**src/rtl/exe_pkg.sv**
```systemverilog
// Shared encodings for the execute stage: ALU commands, branch types, forwarding selects, MUL FSM states.
package exe_pkg;

    localparam logic [3:0] CMD_ADD = 4'b0000;
    localparam logic [3:0] CMD_SUB = 4'b0010;
    localparam logic [3:0] CMD_AND = 4'b0100;
    localparam logic [3:0] CMD_OR  = 4'b0101;
    localparam logic [3:0] CMD_NOR = 4'b0110;
    localparam logic [3:0] CMD_XOR = 4'b0111;
    localparam logic [3:0] CMD_SLL = 4'b1000;
    localparam logic [3:0] CMD_SRA = 4'b1001;
    localparam logic [3:0] CMD_SRL = 4'b1010;
    localparam logic [3:0] CMD_MUL = 4'b1100;

    localparam logic [1:0] BR_NONE = 2'b00;
    localparam logic [1:0] BR_BEZ  = 2'b01;
    localparam logic [1:0] BR_BNE  = 2'b10;
    localparam logic [1:0] BR_JMP  = 2'b11;

    localparam logic [1:0] FWD_IDEX = 2'b00;
    localparam logic [1:0] FWD_MEM  = 2'b01;
    localparam logic [1:0] FWD_WB   = 2'b10;

    localparam int MUL_ITER = 32;

    typedef enum logic [1:0] {
        MUL_IDLE = 2'b00,
        MUL_BUSY = 2'b01,
        MUL_DONE = 2'b10
    } mul_state_t;

    // Select code 11 falls back to the ID/EX value.
    function automatic logic [31:0] fwd_mux(input logic [1:0] sel, input logic [31:0] idex_val,
                                            input logic [31:0] mem_val, input logic [31:0] wb_val);
        case (sel)
            FWD_MEM: fwd_mux = mem_val;
            FWD_WB:  fwd_mux = wb_val;
            default: fwd_mux = idex_val;
        endcase
    endfunction

endpackage

```
**src/rtl/exe_stage_iter_mul.sv**
```systemverilog
// Iterative 32x32 shift-add multiplier, low 32 bits. Operands latched on start in IDLE,
// 32 BUSY cycles, product presented in DONE; start is ignored outside IDLE.
module iter_mul
    import exe_pkg::*;
(
    input  logic        clk,
    input  logic        rst,
    input  logic        start,
    input  logic [31:0] a,
    input  logic [31:0] b,
    output logic        busy,
    output logic        done,
    output logic [31:0] product
);

    localparam logic [4:0] LAST_ITER = 5'(MUL_ITER - 1);

    mul_state_t  state_q;
    mul_state_t  state_d;
    logic [4:0]  count;
    logic [31:0] mcand;
    logic [31:0] mplier;
    logic [31:0] prod;

    always_comb begin
        state_d = state_q;
        case (state_q)
            MUL_IDLE: if (start) state_d = MUL_BUSY;
            MUL_BUSY: if (count == LAST_ITER) state_d = MUL_DONE;
            MUL_DONE: state_d = MUL_IDLE;
            default:  state_d = MUL_IDLE;
        endcase
    end

    always_ff @(posedge clk) begin
        if (rst) begin
            state_q <= MUL_IDLE;
            count   <= '0;
            prod    <= '0;
            mcand   <= '0;
            mplier  <= '0;
        end else begin
            state_q <= state_d;
            case (state_q)
                MUL_IDLE: begin
                    if (start) begin
                        mcand  <= a;
                        mplier <= b;
                        prod   <= '0;
                        count  <= '0;
                    end
                end
                MUL_BUSY: begin
                    if (mplier[0]) prod <= prod + mcand;
                    mcand  <= mcand << 1;
                    mplier <= mplier >> 1;
                    count  <= count + 5'd1;
                end
                default: ;
            endcase
        end
    end

    assign busy    = (state_q == MUL_BUSY);
    assign done    = (state_q == MUL_DONE);
    assign product = prod;

endmodule

```
**src/rtl/exe_stage.sv**
```systemverilog
// Execute stage: forwarding, ALU, branch resolution; combinational except the optional MUL engine
// (EXE_MUL_EN), which holds stall for 33 cycles and bubbles the controls while it runs.
module exe_stage
    import exe_pkg::*;
(
    input  logic        clk,
    input  logic        rst,
    input  logic [31:0] pc_in,
    input  logic [3:0]  ex_cmd,
    input  logic [1:0]  branch_type,
    input  logic        wb_en_in,
    input  logic        mem_read_in,
    input  logic        mem_write_in,
    input  logic [31:0] val1,
    input  logic [31:0] val2,
    input  logic [31:0] reg2,
    input  logic [4:0]  dst_in,
    input  logic [1:0]  sel_src1,
    input  logic [1:0]  sel_src2,
    input  logic [1:0]  sel_st,
    input  logic [31:0] mem_fwd_val,
    input  logic [31:0] wb_fwd_val,
    output logic [31:0] alu_result,
    output logic [31:0] st_val,
    output logic [4:0]  dst_out,
    output logic        wb_en_out,
    output logic        mem_read_out,
    output logic        mem_write_out,
    output logic        br_taken,
    output logic [31:0] br_addr,
    output logic        stall
);

    logic [31:0] a;
    logic [31:0] b;
    logic        mul_start;
    logic        mul_busy;
    logic        mul_done;
    logic [31:0] mul_product;
    logic        br_raw;
    logic        squash;

    assign a      = fwd_mux(sel_src1, val1, mem_fwd_val, wb_fwd_val);
    assign b      = fwd_mux(sel_src2, val2, mem_fwd_val, wb_fwd_val);
    assign st_val = fwd_mux(sel_st,   reg2, mem_fwd_val, wb_fwd_val);

`ifdef EXE_MUL_EN
    assign mul_start = (ex_cmd == CMD_MUL) && !mul_busy && !mul_done;

    iter_mul u_iter_mul (
        .clk     (clk),
        .rst     (rst),
        .start   (mul_start),
        .a       (a),
        .b       (b),
        .busy    (mul_busy),
        .done    (mul_done),
        .product (mul_product)
    );
`else
    logic unused_clk;
    assign unused_clk  = clk;
    assign mul_start   = 1'b0;
    assign mul_busy    = 1'b0;
    assign mul_done    = 1'b0;
    assign mul_product = '0;
`endif

    assign stall = !rst && (mul_start || mul_busy);

    // In DONE the frozen ex_cmd is ignored and the product is presented.
    always_comb begin
        alu_result = '0;
        if (mul_done) begin
            alu_result = mul_product;
        end else begin
            case (ex_cmd)
                CMD_ADD: alu_result = a + b;
                CMD_SUB: alu_result = a - b;
                CMD_AND: alu_result = a & b;
                CMD_OR:  alu_result = a | b;
                CMD_NOR: alu_result = ~(a | b);
                CMD_XOR: alu_result = a ^ b;
                CMD_SLL: alu_result = a << b[4:0];
                CMD_SRA: alu_result = 32'($signed(a) >>> b[4:0]);
                CMD_SRL: alu_result = a >> b[4:0];
                CMD_MUL: alu_result = mul_product;
                default: alu_result = '0;
            endcase
        end
    end

    always_comb begin
        br_raw = 1'b0;
        case (branch_type)
            BR_BEZ:  br_raw = (a == 32'd0);
            BR_BNE:  br_raw = (a != st_val);
            BR_JMP:  br_raw = 1'b1;
            default: br_raw = 1'b0;
        endcase
    end

    assign squash        = rst || stall;
    assign br_taken      = br_raw && !squash;
    assign br_addr       = pc_in + {val2[29:0], 2'b00};
    assign dst_out       = dst_in;
    assign wb_en_out     = wb_en_in     && !squash;
    assign mem_read_out  = mem_read_in  && !squash;
    assign mem_write_out = mem_write_in && !squash;

endmodule

```
**config.mk**
```make
export PLATFORM = sky130hd
export DESIGN_NAME = exe_stage
export DESIGN_NICKNAME = d
export VERILOG_FILES = /design/src/rtl/exe_pkg.sv /design/src/rtl/exe_stage_iter_mul.sv /design/src/rtl/exe_stage.sv
export SDC_FILE = /design/constraint.sdc
export NUM_CORES = 1
export LEC_CHECK = 0
export BUFFER_PORTS_ARGS = -buffer_cell sky130_fd_sc_hd__buf_2
export CORE_MARGIN = 10
export CORE_UTILIZATION = 45
export DETAILED_ROUTE_END_ITERATION = 12
export PLACE_DENSITY = 0.79
export REMOVE_ABC_BUFFERS = 1
export SLEW_MARGIN = 20
export SYNTH_ARGS = -nofsm -noshare
export SYNTH_HDL_FRONTEND = slang
export SYNTH_SLANG_ARGS = --single-unit
export TNS_END_PERCENT = 1
```
**constraint.sdc**
```tcl
create_clock -name vclk -period 4.5
set_input_delay 0 -clock vclk [all_inputs]
set_output_delay 0 -clock vclk [all_outputs]
set_load 0.03 [all_outputs]
```
**Word-level counts from Yosys, hierarchy flattened**

Cells that the tools add are included.

- Register bits after elaboration: 0
- Input bits: 214
- Output and inout port bits: 106
- Word-level logic and storage cells: 40

- $add $sub $neg: 3
- Equal/unequal tests: 18
- Shifts and indexed selects: 3
- Multiplexer cells: 5
- Bitwise operators: 4
- Reduce and logical (&&, ||, !) cells: 7

Operator list:

| kind | count |
|---|---|
| one-hot mux 32 bit (9 select lines) | 1 |
| one-hot mux 32 bit (2 select lines) | 3 |
| adder 32 bit | 2 |
| bitwise AND 32 bit | 1 |
| logical NOT 32 bit | 1 |
| != test 32 bit | 1 |
| inverter 32 bit | 1 |
| bitwise OR 32 bit | 1 |
| << shifter 32 x 5 -> 32 bit | 1 |
| >> shifter 32 x 5 -> 32 bit | 1 |
| >>> shifter 32 x 5 -> 32 bit | 1 |
| subtractor 32 bit | 1 |
| bitwise XOR 32 bit | 1 |
| == test 4 x 3 -> 1 bit, second input constant | 4 |
| == test 4 bit, second input constant | 3 |
| == test 2 bit, second input constant | 5 |
| == test 2 x 1 -> 1 bit, second input constant | 4 |
| == test 4 x 2 -> 1 bit, second input constant | 1 |
| logical AND 1 bit | 4 |
| logical NOT 4 bit | 1 |
| one-hot mux 1 bit (3 select lines) | 1 |
| logical NOT 1 bit | 1 |

**Depth between registers and ports, before layout**

- Depth after elaboration: 5
- Gate-level depth with buffers: 24
- Gate-level depth less buffers: 20

**Worst setup path before layout**

No wires, ideal clock.

- Path kind: input -> output
- Start: input sel_src2[0]
- End: output alu_result[29]
- Data arrival time: 4.277 ns
- Slack: 0.223 ns
- Stages: 21
- Path through: inv_1 > ha_1 > buf_4 > a221o_1 > o2bb2ai_1 > nor4_2 > and3_1 > nand2_1 > o21ai_1 > o21ai_0 > xnor2_1 > ha_1 > and4_1 > nor2b_1 > o21ai_0 > o211ai_1 > a31oi_1 > nor3_1 > a211oi_1 > xnor2_1 > o2111ai_1

- Longest elaborated chain between the ends: 5
- Elaborated cells between the ends (all ways): 13
- Those cells by class: add/sub (2); eq/ne (2); shift (3); mux (2); bitwise (4)

Ends and longest elaborated chain:

| what | RTL line | RTL |
|---|---|---|
| start, declared | exe_stage.sv:19 | `input logic [1:0] sel_src2,` |
| == test 2 bit / == test 2 x 1 -> 1 bit (equally long branches) | exe_pkg.sv:35 | `case (sel)` |
| one-hot mux 32 bit (2 select lines) * | exe_pkg.sv:35 |  |
| branches (longest 2 deep; another with subtractor 32 bit) | - |  |
| one-hot mux 32 bit (9 select lines) * | exe_stage.sv:77 | `case (ex_cmd)` |
| end, declared | exe_stage.sv:23 | `output logic [31:0] alu_result,` |

Every way passes the cells marked *.

**Worst setup path after layout**

- Start: input sel_src2[0]
- End: output alu_result[20]

The elaborated chain is that of the path after synthesis.

==> impl_metrics.toml <==
[outcome]
status = "finished clean"

[synth]
yosys.area.top_type_share = 0.138
post_synth_instance_area_mm2 = 0.0124
synth-compound-area-share = 0.346
yosysUniqueCellTypes = 86
synth.top_cells.by_area = "sky130_fd_sc_hd__ha_1, sky130_fd_sc_hd__mux2i_1, sky130_fd_sc_hd__xnor2_1"
synth-warning-count = 0
synthDominantAreaCellType = "sky130_fd_sc_hd__ha_1"
synthMuxAreaShare = 0.164
synth-simple-area-share = 0.181
combinational_family_with_the_most_area_after_synthesis = "compound AO/OA/AOI/OAI gates"
synthAdderAreaFrac = 0.141
synth.avg_cell_area_um2 = 6.83
post_synth_xor_area_fraction = 0.0774
seq_area_frac_synth = 0
postSynthCellCount = 1822

[final_layout]
seq_area_um2 = 0
sequential_cell_total = 0
fraction_of_layout_instances_using_a_drive_strength_above_1 = 0.283
most-common-layout-cells = "sky130_fd_sc_hd__buf_2, sky130_fd_sc_hd__nand2_1, sky130_fd_sc_hd__buf_4, sky130_fd_sc_hd__nor2_1, sky130_fd_sc_hd__mux2i_1"
final_cell_area_mm2 = 0.0151
clock_buffer_count = 0
areaGrowthSynthToFinish_pct = 21.7
stdcell_count = 2523
layout.cells.most_common = "sky130_fd_sc_hd__buf_2"
fin_nets = 2494
fin_util = 0.559

[sta]
fin_crit_sh = 0.979
post-route-worst-setup-slack_ns = 0.0948
period_needed_ns = 4.41
timing.final.setup_violations = 0
finalSetupTns_ns = 0
grt_setup_unrepaired = "yes"
fin_hold_ws_ns = 0.000203
timing.slew.headroom = 0.332
worst_margin_pin_slew_ns = 1.00
clock.fmax_mhz = 227
hold_violations = 0
report.final.slew_viol_count = 0

[global_route]
grt_overflow_total = 0
grt_first_pass_wirelength_um = 94800
grt_util_all_layers = 0.350
antenna_found_initial = 11
grt_start_max_net_pins = 72
vias_in_the_first_global_route = 15900

[place]
gpl.final_weighted_congestion = 1.05
portBuffers = 304
dpl.cell_count = 2504
sum_of_net_half_perimeters_after_detailed_placement_um = 52600
placed_cell_area_mm2 = 0.0148
dpl_worst_slack_ns = -0.0621

[floorplanning]
pin_count = 320
dieWidth_um = 186
floorplan.rows = 60
initial_utilization = 0.459
die_h_um = 186
die_area_mm2 = 0.0347
fp.coreArea_mm2 = 0.0271

[routing]
routed_via_density = 6.52
route.final.wire_length_um = 65100
wl_per_cell_um = 25.8
drt_first_iter_violations = 2140
drt-pass1-iter-count = 7
post_route_drc = 0
detail-route-antenna-nets = 0
vias = 16500

[worst_setup_path]
cell_class_contributing_the_biggest_share_of_worst_path_delay = "compound AO/OA/AOI/OAI gates"
crit_arrival_ns = 4.41
worstSetupStartpointType = "primary input"
worstPathMaxFanout = 11
crit_chain = "buf_2, inv_1, ha_4, a221o_1, o2bb2ai_2, nor4_2, buf_4, nor2_1, xnor2_1, ha_1, a21oi_1, nand2_1, o2111a_2, a211oi_4, o31ai_1, buf_4, a21oi_1, nor3b_1, a31o_2, a211o_1, buf_2"
slowest_stage = "sky130_fd_sc_hd__a221o_1"
end_kind = "primary output"
worst_ep_required_time_ns = 4.50
worstPathBufferInverterCount = 5
criticalPathCategory = "primary input to primary output"
slowest_delay_ns = 0.37

[cts]
cts-hold-fix-buffers = 0

[pwr]
powerDensity_mw_per_mm2 = 254
leakage_power_figure_nw = 7.07
totalPowerFinal_mw = 3.84
worst_ir_drop_vdd_uv = 149

[run]
cap_viol_max_count = 0

[hold_path]
holdCritPathClass = "primary input to primary output"
[timing repair]
item	4_1_cts	5_1_grt
endpoints found under the hold margin	0	0
setup endpoints to repair	9	14
buffers inserted	1	6
gates resized for setup	4	62
pin swaps	2	16
[synthesized netlist by cell type (23+ instances only)]
master	n
sky130_fd_sc_hd__mux2_2	28
sky130_fd_sc_hd__nand2_1	206
sky130_fd_sc_hd__a211oi_1	37
sky130_fd_sc_hd__nand3_1	26
sky130_fd_sc_hd__o21ai_1	34
sky130_fd_sc_hd__a31oi_1	23
sky130_fd_sc_hd__nor2_1	147
sky130_fd_sc_hd__a21oi_1	129
sky130_fd_sc_hd__o21ai_0	115
sky130_fd_sc_hd__buf_2	35
sky130_fd_sc_hd__ha_1	137
sky130_fd_sc_hd__mux2i_1	141
sky130_fd_sc_hd__inv_1	99
sky130_fd_sc_hd__o21ai_2	25
sky130_fd_sc_hd__xnor2_1	89
sky130_fd_sc_hd__a22oi_1	80
sky130_fd_sc_hd__clkbuf_1	60
[metal layers]
layer	global-route usage	wire, µm	vias to the layer above
met3	0.0706	7290	217
met1	0.447	25600	7632
li1	-	-	7385
met4	0.146	3180	2
met2	0.562	29000	1214
met5	0	10	-
[power breakdown]
group / leakage, nW / internal [mW] / switching, mW
clock network: 0.0000761 / 0.000000358 / 0
logic: 7.07 / 1.41 / 2.44
registers: 0 / 0 / 0
[final cells by class]
| class | count | area (µm²) |
|---|---|---|
| Fill cell | 2741 | 12000 |
| Multi-Input combinational cell | 1576 | 11600 |
| Timing Repair Buffer | 452 | 2660 |
| Tap cell | 372 | 465 |
| Inverter | 111 | 417 |
| Antenna cell | 12 | 30.0 |
[path summary, 6_finish.rpt]
path | depth (start not counted) | from | to
worst max-delay path | 21 | sel_src2[0] | alu_result[20]
worst min-delay path | 0 | dst_in[0] | dst_out[0]
[cell families (layout without fill, tap and decap cells)]
| family | after synthesis | in the layout |
|---|---|---|
| AOI/OAI and AO/OA | 636 | 636 |
| and+or+nand+nor | 506 | 506 |
| buffers and inverters | 246 | 563 |
| muxes | 184 | 184 |
| adders and majority gates | 139 | 139 |
| xor gates and xnor gates | 110 | 110 |
| other | 1 | 13 |
Power figures use the tool's default switching activity.
